`src/rtl/fanin_merge.sv`:
```
// Registered N-to-1 round-robin stream merge with a 2-entry output buffer; words carry source index.
// Define FANIN_MERGE_LOCK_EN to hold the grant on one source until a word with the top bit set.
module fanin_merge #(
    parameter int unsigned NUM_IN     = 9,
    parameter int unsigned DATA_WIDTH = 17,
    parameter int unsigned SRC_W      = $clog2(NUM_IN)
) (
    input  logic                           clk,
    input  logic                           rst_n,
    input  logic [NUM_IN-1:0]              in_en_i,
    input  logic [NUM_IN-1:0]              in_sel_i,
    input  logic [NUM_IN-1:0]              in_valid_i,
    input  logic [NUM_IN*DATA_WIDTH-1:0]   in_data_i,
    output logic [NUM_IN-1:0]              in_ready_o,
    output logic                           out_valid_o,
    output logic [DATA_WIDTH-1:0]          out_data_o,
    output logic [SRC_W-1:0]               out_src_o,
    input  logic                           out_ready_i
);

    logic [NUM_IN-1:0]     connected;
    logic [NUM_IN-1:0]     lock_mask;
    logic [NUM_IN-1:0]     eligible;
    logic [NUM_IN-1:0]     grant;
    logic [SRC_W-1:0]      grant_idx;
    logic [DATA_WIDTH-1:0] push_data;
    logic                  space;
    logic                  push;
    logic                  pop;
    logic                  advance;

    logic [SRC_W-1:0]      ptr_q, ptr_d;
    logic [1:0]            count_q, count_d;
    logic                  valid_q, valid_d;
    logic [DATA_WIDTH-1:0] head_data_q, head_data_d;
    logic [SRC_W-1:0]      head_src_q, head_src_d;
    logic [DATA_WIDTH-1:0] tail_data_q, tail_data_d;
    logic [SRC_W-1:0]      tail_src_q, tail_src_d;

    assign connected = in_en_i & in_sel_i;
    assign eligible  = connected & in_valid_i & lock_mask;

    // First eligible source at or after ptr, modulo NUM_IN.
    always_comb begin
        int unsigned idx;
        logic        found;
        grant     = '0;
        grant_idx = '0;
        found     = 1'b0;
        idx       = 0;
        for (int unsigned k = 0; k < NUM_IN; k++) begin
            idx = (32'(ptr_q) + k) % NUM_IN;
            if (!found && eligible[idx]) begin
                found      = 1'b1;
                grant[idx] = 1'b1;
                grant_idx  = SRC_W'(idx);
            end
        end
    end

    always_comb begin
        push_data = '0;
        for (int unsigned i = 0; i < NUM_IN; i++) begin
            if (grant[i]) begin
                push_data = in_data_i[i*DATA_WIDTH +: DATA_WIDTH];
            end
        end
    end

    assign space      = (count_q < 2'd2);
    // Gated by rst_n so no source sees ready while the block is held in reset.
    assign in_ready_o = (space && rst_n) ? grant : '0;
    assign push       = |in_ready_o;
    assign pop        = valid_q & out_ready_i;

`ifdef FANIN_MERGE_LOCK_EN
    logic             lock_q, lock_d;
    logic [SRC_W-1:0] lock_src_q, lock_src_d;

    assign lock_mask = lock_q ? (NUM_IN'(1) << lock_src_q) : '1;
    assign advance   = push_data[DATA_WIDTH-1];

    always_comb begin
        lock_d     = lock_q;
        lock_src_d = lock_src_q;
        if (push) begin
            lock_d     = ~push_data[DATA_WIDTH-1];
            lock_src_d = grant_idx;
        end else if (lock_q && !connected[lock_src_q]) begin
            lock_d = 1'b0;
        end
    end

    always_ff @(posedge clk or negedge rst_n) begin
        if (!rst_n) begin
            lock_q     <= 1'b0;
            lock_src_q <= '0;
        end else begin
            lock_q     <= lock_d;
            lock_src_q <= lock_src_d;
        end
    end
`else
    assign lock_mask = '1;
    assign advance   = 1'b1;
`endif

    always_comb begin
        ptr_d = ptr_q;
        if (push && advance) begin
            ptr_d = (grant_idx == SRC_W'(NUM_IN - 1)) ? '0 : grant_idx + 1'b1;
        end
    end

    // Push never coincides with count==2 and pop never with count==0.
    always_comb begin
        head_data_d = head_data_q;
        head_src_d  = head_src_q;
        tail_data_d = tail_data_q;
        tail_src_d  = tail_src_q;
        count_d     = count_q;
        case ({push, pop})
            2'b10: begin
                if (count_q == 2'd0) begin
                    head_data_d = push_data;
                    head_src_d  = grant_idx;
                end else begin
                    tail_data_d = push_data;
                    tail_src_d  = grant_idx;
                end
                count_d = count_q + 2'd1;
            end
            2'b01: begin
                head_data_d = tail_data_q;
                head_src_d  = tail_src_q;
                count_d     = count_q - 2'd1;
            end
            2'b11: begin
                head_data_d = push_data;
                head_src_d  = grant_idx;
            end
            default: ;
        endcase
        valid_d = (count_d != 2'd0);
    end

    always_ff @(posedge clk or negedge rst_n) begin
        if (!rst_n) begin
            ptr_q       <= '0;
            count_q     <= '0;
            valid_q     <= 1'b0;
            head_data_q <= '0;
            head_src_q  <= '0;
            tail_data_q <= '0;
            tail_src_q  <= '0;
        end else begin
            ptr_q       <= ptr_d;
            count_q     <= count_d;
            valid_q     <= valid_d;
            head_data_q <= head_data_d;
            head_src_q  <= head_src_d;
            tail_data_q <= tail_data_d;
            tail_src_q  <= tail_src_d;
        end
    end

    assign out_valid_o = valid_q;
    assign out_data_o  = head_data_q;
    assign out_src_o   = head_src_q;

endmodule

```
`config.mk`:
```
export PLATFORM = sky130hd
export DESIGN_NAME = fanin_merge
export DESIGN_NICKNAME = d
export VERILOG_FILES = /design/src/rtl/fanin_merge.sv
export SDC_FILE = /design/constraint.sdc
export NUM_CORES = 1
export LEC_CHECK = 0
export ABC_AREA = 1
export CORE_AREA = 5 5 154 156
export DETAILED_ROUTE_END_ITERATION = 12
export DIE_AREA = 0 0 159 161
export PLACE_DENSITY = 0.72
export SYNTH_ARGS = -nofsm -noshare
export SYNTH_HDL_FRONTEND = slang
export SYNTH_SLANG_ARGS = --single-unit
```
`constraint.sdc`:
```
create_clock -name clk -period 10.3 [get_ports clk]
set_clock_uncertainty 0.15 [all_clocks]
set_input_delay 3.09 -clock clk [delete_from_list [all_inputs] [get_ports clk]]
set_output_delay 3.09 -clock clk [all_outputs]
set_load 0.005 [all_outputs]
```
# [Word-level counts from Yosys, hierarchy flattened]
# Cells that the tools add are included.
[word_totals] regBits=49 latchBits=0 mem_bits_rw=0 romBits=0 mem_count=0
[op_classes] add_sub_neg=11 multipliers=0 div=9 magnitude_cmp=19 n_eq_ne=5 shift=0 mux=78 bitwise_logic=12 n_reduce_logical=32
[ops] cell="$ge 32x1->1 const B" count=9
[ops] cell="$lt 32x5->1 const B" count=9
[ops] cell="$mod 32x4->32 const B" count=8
[ops] cell="$mux 17" count=10
[ops] cell="$mux 9" count=10
[ops] cell="$or 9x9->9" count=8
[ops] cell="$pmux 17 s3" count=1
[ops] cell="$mux 4" count=11
[ops] cell="$bmux 1 s4" count=9
[ops] cell="$demux 1 s4" count=9
[ops] cell="$mod 4x4->32 const B" count=1
[ops] cell="$mux 1" count=26
[ops] cell="$add 4x3->5 const B" count=4
[ops] cell="$and 9x9->9" count=2
[ops] cell="$logic_and 1x1->1" count=18
[ops] cell="$pmux 4 s3" count=1
[ops] cell="$add 4x2->5 const B" count=2
[ops] cell="$reduce_or 9->1" count=1
[ops] cell="$logic_not 1->1" count=8
[ops] cell="$add 4x1->5 const B" count=1
[ops] cell="$add 4x4->5 const B" count=1
[ops] cell="$add 4x1->4 const B" count=1
[ops] cell="$eq 2x2->1 const B" count=2
[ops] cell="$eq 4x4->1 const B" count=1
[ops] cell="other kinds (12)" count=13

# [Logic depth before layout (Yosys ltp)]
[depth] ltp_word=40 depth_mapped=46

# [Least setup slack after synthesis]
# OpenSTA, ideal clock, no wires.
[synth_timing] path_kind="reg2out" from="register ptr_q[0]" to="output in_ready_o[8]" t_arrival_ns=5.293 path_slack_ns=1.767 stages_incl_launch_ff=31 n_path_buf=4 cell_sequence="dfrtp_1 > buf_4 > clkinv_1 > buf_1 > ha_1 > buf_2 > inv_1 > clkbuf_1 > ha_1 > nor2_1 > nand2_1 > nand2_4 > xor2_1 > ha_1 > nand2_1 > nand2_2 > nand3_2 > nand2_1 > xor2_1 > inv_1 > nor2_2 > nand2_1 > nand3_2 > nand2_2 > nor2_8 > nand2_1 > nor3_2 > nor3_1 > nand3_2 > nand2_1 > inv_1"
[synth_between] elab_chain_len=29 word_cells_on_any_way=122 cone_classes="add/sub: 8; div: 9; order compare: 18; mux: 54; bitwise: 8; reduce/logical: 25"
[synth_lines] element="from (decl)" line_no="32" text="logic [SRC_W-1:0] ptr_q, ptr_d;"
[synth_lines] element="from (signal assigned)" line_no="157" text="ptr_q <= ptr_d;"
[synth_lines] element="branches (longest 27 deep; another with $mod 32x4->32)"
[synth_lines] element="$mux 9 (*)" line_no="53" text="if (!found && eligible[idx]) begin"
[synth_lines] element="$mux 9 (*)" line_no="72" text="assign in_ready_o = (space && rst_n) ? grant : '0;"
[synth_lines] element="to (decl)" line_no="14" text="output logic [NUM_IN-1:0] in_ready_o,"
# Every way passes the cells marked *. The select of a mux whose other input is x is not followed.

# [Final worst setup path]
# Same ends and word-level chain as after synthesis.

==> flow_summary.html <==
<table>
<tr><th>Metric</th><th>Value</th></tr>
<tr><th colspan="2">Outcome</th></tr>
<tr><td>Outcome</td><td>complete, no violations</td></tr>
<tr><th colspan="2">Synthesis</th></tr>
<tr><td>Compound-cell area share of the yosys netlist</td><td>11.1%</td></tr>
<tr><td>Post-synthesis sequential element count</td><td>~50</td></tr>
<tr><td>Combinational family with the most area after synthesis</td><td>simple AND/OR/NAND/NOR gates</td></tr>
<tr><td>Sequential cell area fraction in the yosys report</td><td>between 10 and 15%</td></tr>
<tr><td>Number of enable-type register cells in the synthesized netlist</td><td>0</td></tr>
<tr><td>Net Count, Synth</td><td>around 2000</td></tr>
<tr><td>Post-Synthesis Cell Area</td><td>9820 µm²</td></tr>
<tr><td>Primary flip-flop cell chosen by synthesis mapping</td><td>sky130_fd_sc_hd__dfrtp_1</td></tr>
<tr><td>Share of synthesized area spent on multiplexers</td><td>0.217%</td></tr>
<tr><td>Xor/xnor share of the synthesized area</td><td>under 10%</td></tr>
<tr><td>Proportion of register bits with asynchronous set or reset after synthesis</td><td>100%</td></tr>
<tr><td>Number of cells produced by synthesis</td><td>approximately 1700</td></tr>
<tr><td>Adder-cell share of the synthesized area</td><td>about 6.6%</td></tr>
<tr><td>Simple-Gate Fraction of Synth Area</td><td>a little over half</td></tr>
<tr><td>Number of distinct library cells after synthesis</td><td>roughly 60</td></tr>
<tr><td>Yosys synthesis warning count</td><td>0</td></tr>
<tr><td>Synthesized area per cell</td><td>between 5 and 6 µm²</td></tr>
<tr><th colspan="2">Place</th></tr>
<tr><td>Final weighted congestion in routability-driven placement</td><td>1.02</td></tr>
<tr><td>Number of I/O port buffers</td><td>213</td></tr>
<tr><td>Standard cell area after detailed placement</td><td>roughly 12000 µm²</td></tr>
<tr><td>HPWL after detailed placement</td><td>slightly above 30000 µm</td></tr>
<tr><td>Placed instance count</td><td>about 2200</td></tr>
<tr><th colspan="2">Timing</th></tr>
<tr><td>Total count of max-transition violations in the final report</td><td>0</td></tr>
<tr><td>Shortest period the worst path allows</td><td>9.86 ns</td></tr>
<tr><td>Total Neg Setup Slack</td><td>0 ns</td></tr>
<tr><td>Transition time of the tightest slew-check pin</td><td>a little under 0.9 ns</td></tr>
<tr><td>Final number of hold-violating endpoints</td><td>0</td></tr>
<tr><td>Final setup violation count</td><td>0</td></tr>
<tr><td>Max_slew headroom</td><td>roughly two fifths</td></tr>
<tr><td>RSZ-0062 raised after global routing</td><td>no</td></tr>
<tr><td>Highest achievable clock rate</td><td>between 100 and 150 MHz</td></tr>
<tr><td>Final period utilization</td><td>roughly 96%</td></tr>
<tr><th colspan="2">Worst setup path</th></tr>
<tr><td>Arrival time worst endpoint</td><td>roughly 6.6 ns</td></tr>
<tr><td>Type of element launching the critical path</td><td>flip-flop</td></tr>
<tr><td>Delay of the slowest critical-path stage</td><td>between 0.7 and 0.8 ns</td></tr>
<tr><td>Most used cell along the critical path</td><td>sky130_fd_sc_hd__nand2_1</td></tr>
<tr><td>Worst setup path category</td><td>reg2out</td></tr>
<tr><td>Master of the slowest instance on the critical path</td><td>sky130_fd_sc_hd__ha_1</td></tr>
<tr><td>Nature of the critical path endpoint</td><td>output port</td></tr>
<tr><td>Required time of the critical path</td><td>around 7.1 ns</td></tr>
<tr><td>Max FO, Critical Path</td><td>17</td></tr>
<tr><th colspan="2">GRT</th></tr>
<tr><td>Maximum number of pins on one net before global-route repair</td><td>50</td></tr>
<tr><td>Antenna violations before repair</td><td>0</td></tr>
<tr><td>Sum of overflow across all layers after global routing</td><td>0</td></tr>
<tr><td>Vias in the first global route</td><td>~11000</td></tr>
<tr><td>Tot GR Track Use</td><td>approximately 28%</td></tr>
<tr><td>First-pass GRT wire length</td><td>just under 60000 µm</td></tr>
<tr><th colspan="2">Drt</th></tr>
<tr><td>Wire length per cell after detailed routing</td><td>around 17 µm</td></tr>
<tr><td>Wirelength, routed</td><td>about 38000 µm</td></tr>
<tr><td>Via count normalized by instance count</td><td>between 5 and 6</td></tr>
<tr><td>DRC violations left</td><td>0</td></tr>
<tr><td>Remaining number of nets flagged by the antenna check after routing</td><td>0</td></tr>
<tr><td>Pre-antenna DRT Iters</td><td>5</td></tr>
<tr><td>Via count of the routed design</td><td>~12000</td></tr>
<tr><td>Initial DRC Count</td><td>1125</td></tr>
<tr><th colspan="2">Final layout</th></tr>
<tr><td>Antenna fix cells</td><td>0</td></tr>
<tr><td>Fraction of layout instances using a drive strength above 1</td><td>between 10 and 15%</td></tr>
<tr><td>Reg area</td><td>1230 µm²</td></tr>
<tr><td>Final instance area</td><td>around 12000 µm²</td></tr>
<tr><td>Area growth syn-to-layout</td><td>26.9%</td></tr>
<tr><td>Area of the multi-input gates</td><td>7460 µm²</td></tr>
<tr><td>Final nets</td><td>approximately 2200</td></tr>
<tr><td>Fill count</td><td>between 2000 and 2500</td></tr>
<tr><td>Final Instance Count excl. Fillers</td><td>approximately 2200</td></tr>
<tr><th colspan="2">Floorplanning</th></tr>
<tr><td>Height of the chip</td><td>about 160 µm</td></tr>
<tr><td>Core Region</td><td>between 20000 and 25000 µm²</td></tr>
<tr><td>Die footprint</td><td>about 26000 µm²</td></tr>
<tr><td>Effective utilization at floorplan</td><td>roughly 44%</td></tr>
<tr><td>Std-Cell Rows</td><td>55</td></tr>
<tr><td>Die X</td><td>approximately 160 µm</td></tr>
<tr><td>Num ports</td><td>214</td></tr>
<tr><th colspan="2">Clocking</th></tr>
<tr><td>Clock Tree Buf Depth</td><td>2</td></tr>
<tr><td>Post-CTS Resized</td><td>0</td></tr>
<tr><td>Clock-pin transition on the worst setup and hold timing paths</td><td>~0.07 ns</td></tr>
<tr><td>Post-CTS Setup Repair Bufs</td><td>0</td></tr>
<tr><td>Later-pin clock latency in the skew report</td><td>0.29 ns</td></tr>
<tr><td>H-tree depth reported by CTS</td><td>2</td></tr>
<tr><td>CTS sink count</td><td>between 40 and 50</td></tr>
<tr><td>CTS tree</td><td>done</td></tr>
<tr><td>Hold-fix buffer count after cts</td><td>0</td></tr>
<tr><td>Root buffer selected by CTS</td><td>sky130_fd_sc_hd__clkbuf_16</td></tr>
<tr><td>Number of buffers inserted during clock tree synthesis</td><td>5</td></tr>
<tr><th colspan="2">Run</th></tr>
<tr><td>MaxCap Viol Count</td><td>0</td></tr>
<tr><th colspan="2">Worst hold path</th></tr>
<tr><td>Hold crit path type</td><td>reg2reg</td></tr>
</table>
==> per-stage QoR <==
stage                     hold slack [ns]  utilization [%]  setup WS [ns]
after floorplan                     0.322                -           1.77
after global placement              0.312             55.4          0.669
after detailed placement            0.314             55.4          0.682
after CTS                           0.333             56.1          0.520
after global routing                0.352             56.1         0.0682
final                               0.331             56.1          0.442
==> sequential cells by signal (all words and copies together), names as in the netlist <==
name,count
count_q,2
out_data_o,17
tail_src_q,4
ptr_q,4
out_src_o,4
out_valid_o,1
tail_data_q,17
==> logic make-up after synthesis <==
family	Yosys count
simple gates	1109
compound gates	179
mux	2
xor+xnor	35
flops	49
buf+inv	282
fa+ha+maj	52
==> Yosys cell counts (all sizes together) (2+ instances only) <==
cell     count  area, µm²
o22ai        5       31.3
o31ai        2       15.0
nand2      616       2510
a21boi       2       18.8
nor4        12       75.1
o211ai       7       52.6
o21ai       79        470
nor3        30        188
inv        241        905
a21oi       69        364
nand4       79        567
buf         23        160
ha          52        651
xnor2        5       43.8
nand3      187       1120
xor2        30        327
or2          3       18.8
clkinv       4       15.0
clkbuf      14       52.6
nor2       178        832
dfrtp       49       1230
a31oi        2       18.8
a22oi        2       15.0
nand3b       3       22.5
a211oi       2       15.0
o2111ai      4       41.3
==> cell usage in the layout (no fill, tap or decap), types with 5 or more instances in the layout <==
cell type                         synthesis  routed
sky130_fd_sc_hd__a21oi_1                 66      66
sky130_fd_sc_hd__buf_4                    4      29
sky130_fd_sc_hd__clkbuf_16                0       5
sky130_fd_sc_hd__clkdlybuf4s50_1          0     212
sky130_fd_sc_hd__dfrtp_1                 49      49
sky130_fd_sc_hd__ha_1                    52      52
sky130_fd_sc_hd__inv_1                  195     195
sky130_fd_sc_hd__inv_2                   46      46
sky130_fd_sc_hd__nand2_1                558     558
sky130_fd_sc_hd__nand2_2                 48      48
sky130_fd_sc_hd__nand2_4                 10      10
sky130_fd_sc_hd__nand3_1                157     157
sky130_fd_sc_hd__nand3_2                 26      26
sky130_fd_sc_hd__nand4_1                 73      73
sky130_fd_sc_hd__nor2_1                 149     148
sky130_fd_sc_hd__nor2_2                  16      17
sky130_fd_sc_hd__nor2_4                  10      10
sky130_fd_sc_hd__nor3_1                  25      25
sky130_fd_sc_hd__nor4_1                  12      12
sky130_fd_sc_hd__o211ai_1                 7       7
sky130_fd_sc_hd__o21ai_0                 39      39
sky130_fd_sc_hd__o21ai_1                 24      24
sky130_fd_sc_hd__o21ai_2                 14      14
sky130_fd_sc_hd__o22ai_1                  5       5
sky130_fd_sc_hd__xnor2_1                  5       5
sky130_fd_sc_hd__xor2_1                  23      23
sky130_fd_sc_hd__xor2_2                   6       6
==> path summary, 6_finish.rpt <==
kind | start | endpoint | slack (ns) | cells past startpoint
setup / recovery | ptr_q[0] | in_ready_o[8] | 0.44 | 26
hold / removal | out_data_o[1] | out_data_o[1] | 0.33 | 2
setup reg to reg | ptr_q[0] | out_data_o[5] | 2.42 | 36
hold reg to reg | out_data_o[1] | out_data_o[1] | 0.33 | 2
max in group asynchronous | rst_n | tail_data_q[4] | 6.80 | 2
min in group asynchronous | rst_n | tail_src_q[0] | 2.78 | 2
==> final cells by class <==
class                      count  area share [%]
inverter                     245            7.38
timing repair buffer         242            18.8
multi-input combinational   1377            59.9
clock inverter                 3           0.231
sequential                    49            9.84
clock buffer                   5            1.00
tap                          285            2.86
==> worst max-delay path, delay by kind of cell (launching register included) <==
family	cells	cell delay, ns
xor+xnor	1	0.36
buf+inv	4	1.36
flops	1	0.35
fa+ha+maj	3	1.30
simple gates	18	2.93
==> layer usage <==
| layer | GRT usage, % | vias to the layer above | routed length [µm] |
|---|---|---|---|
| met5 | 0 | - | 0 |
| met2 | 43.8 | 500 | 16700 |
| li1 | - | 5959 | - |
| met3 | 2.91 | 65 | 2640 |
| met4 | 6.48 | 0 | 976 |
| met1 | 41.7 | 5374 | 17600 |
Power is left out: the tool's default activity adds up to more than one toggle a clock period on the data nets, which glitch-free logic cannot reach.
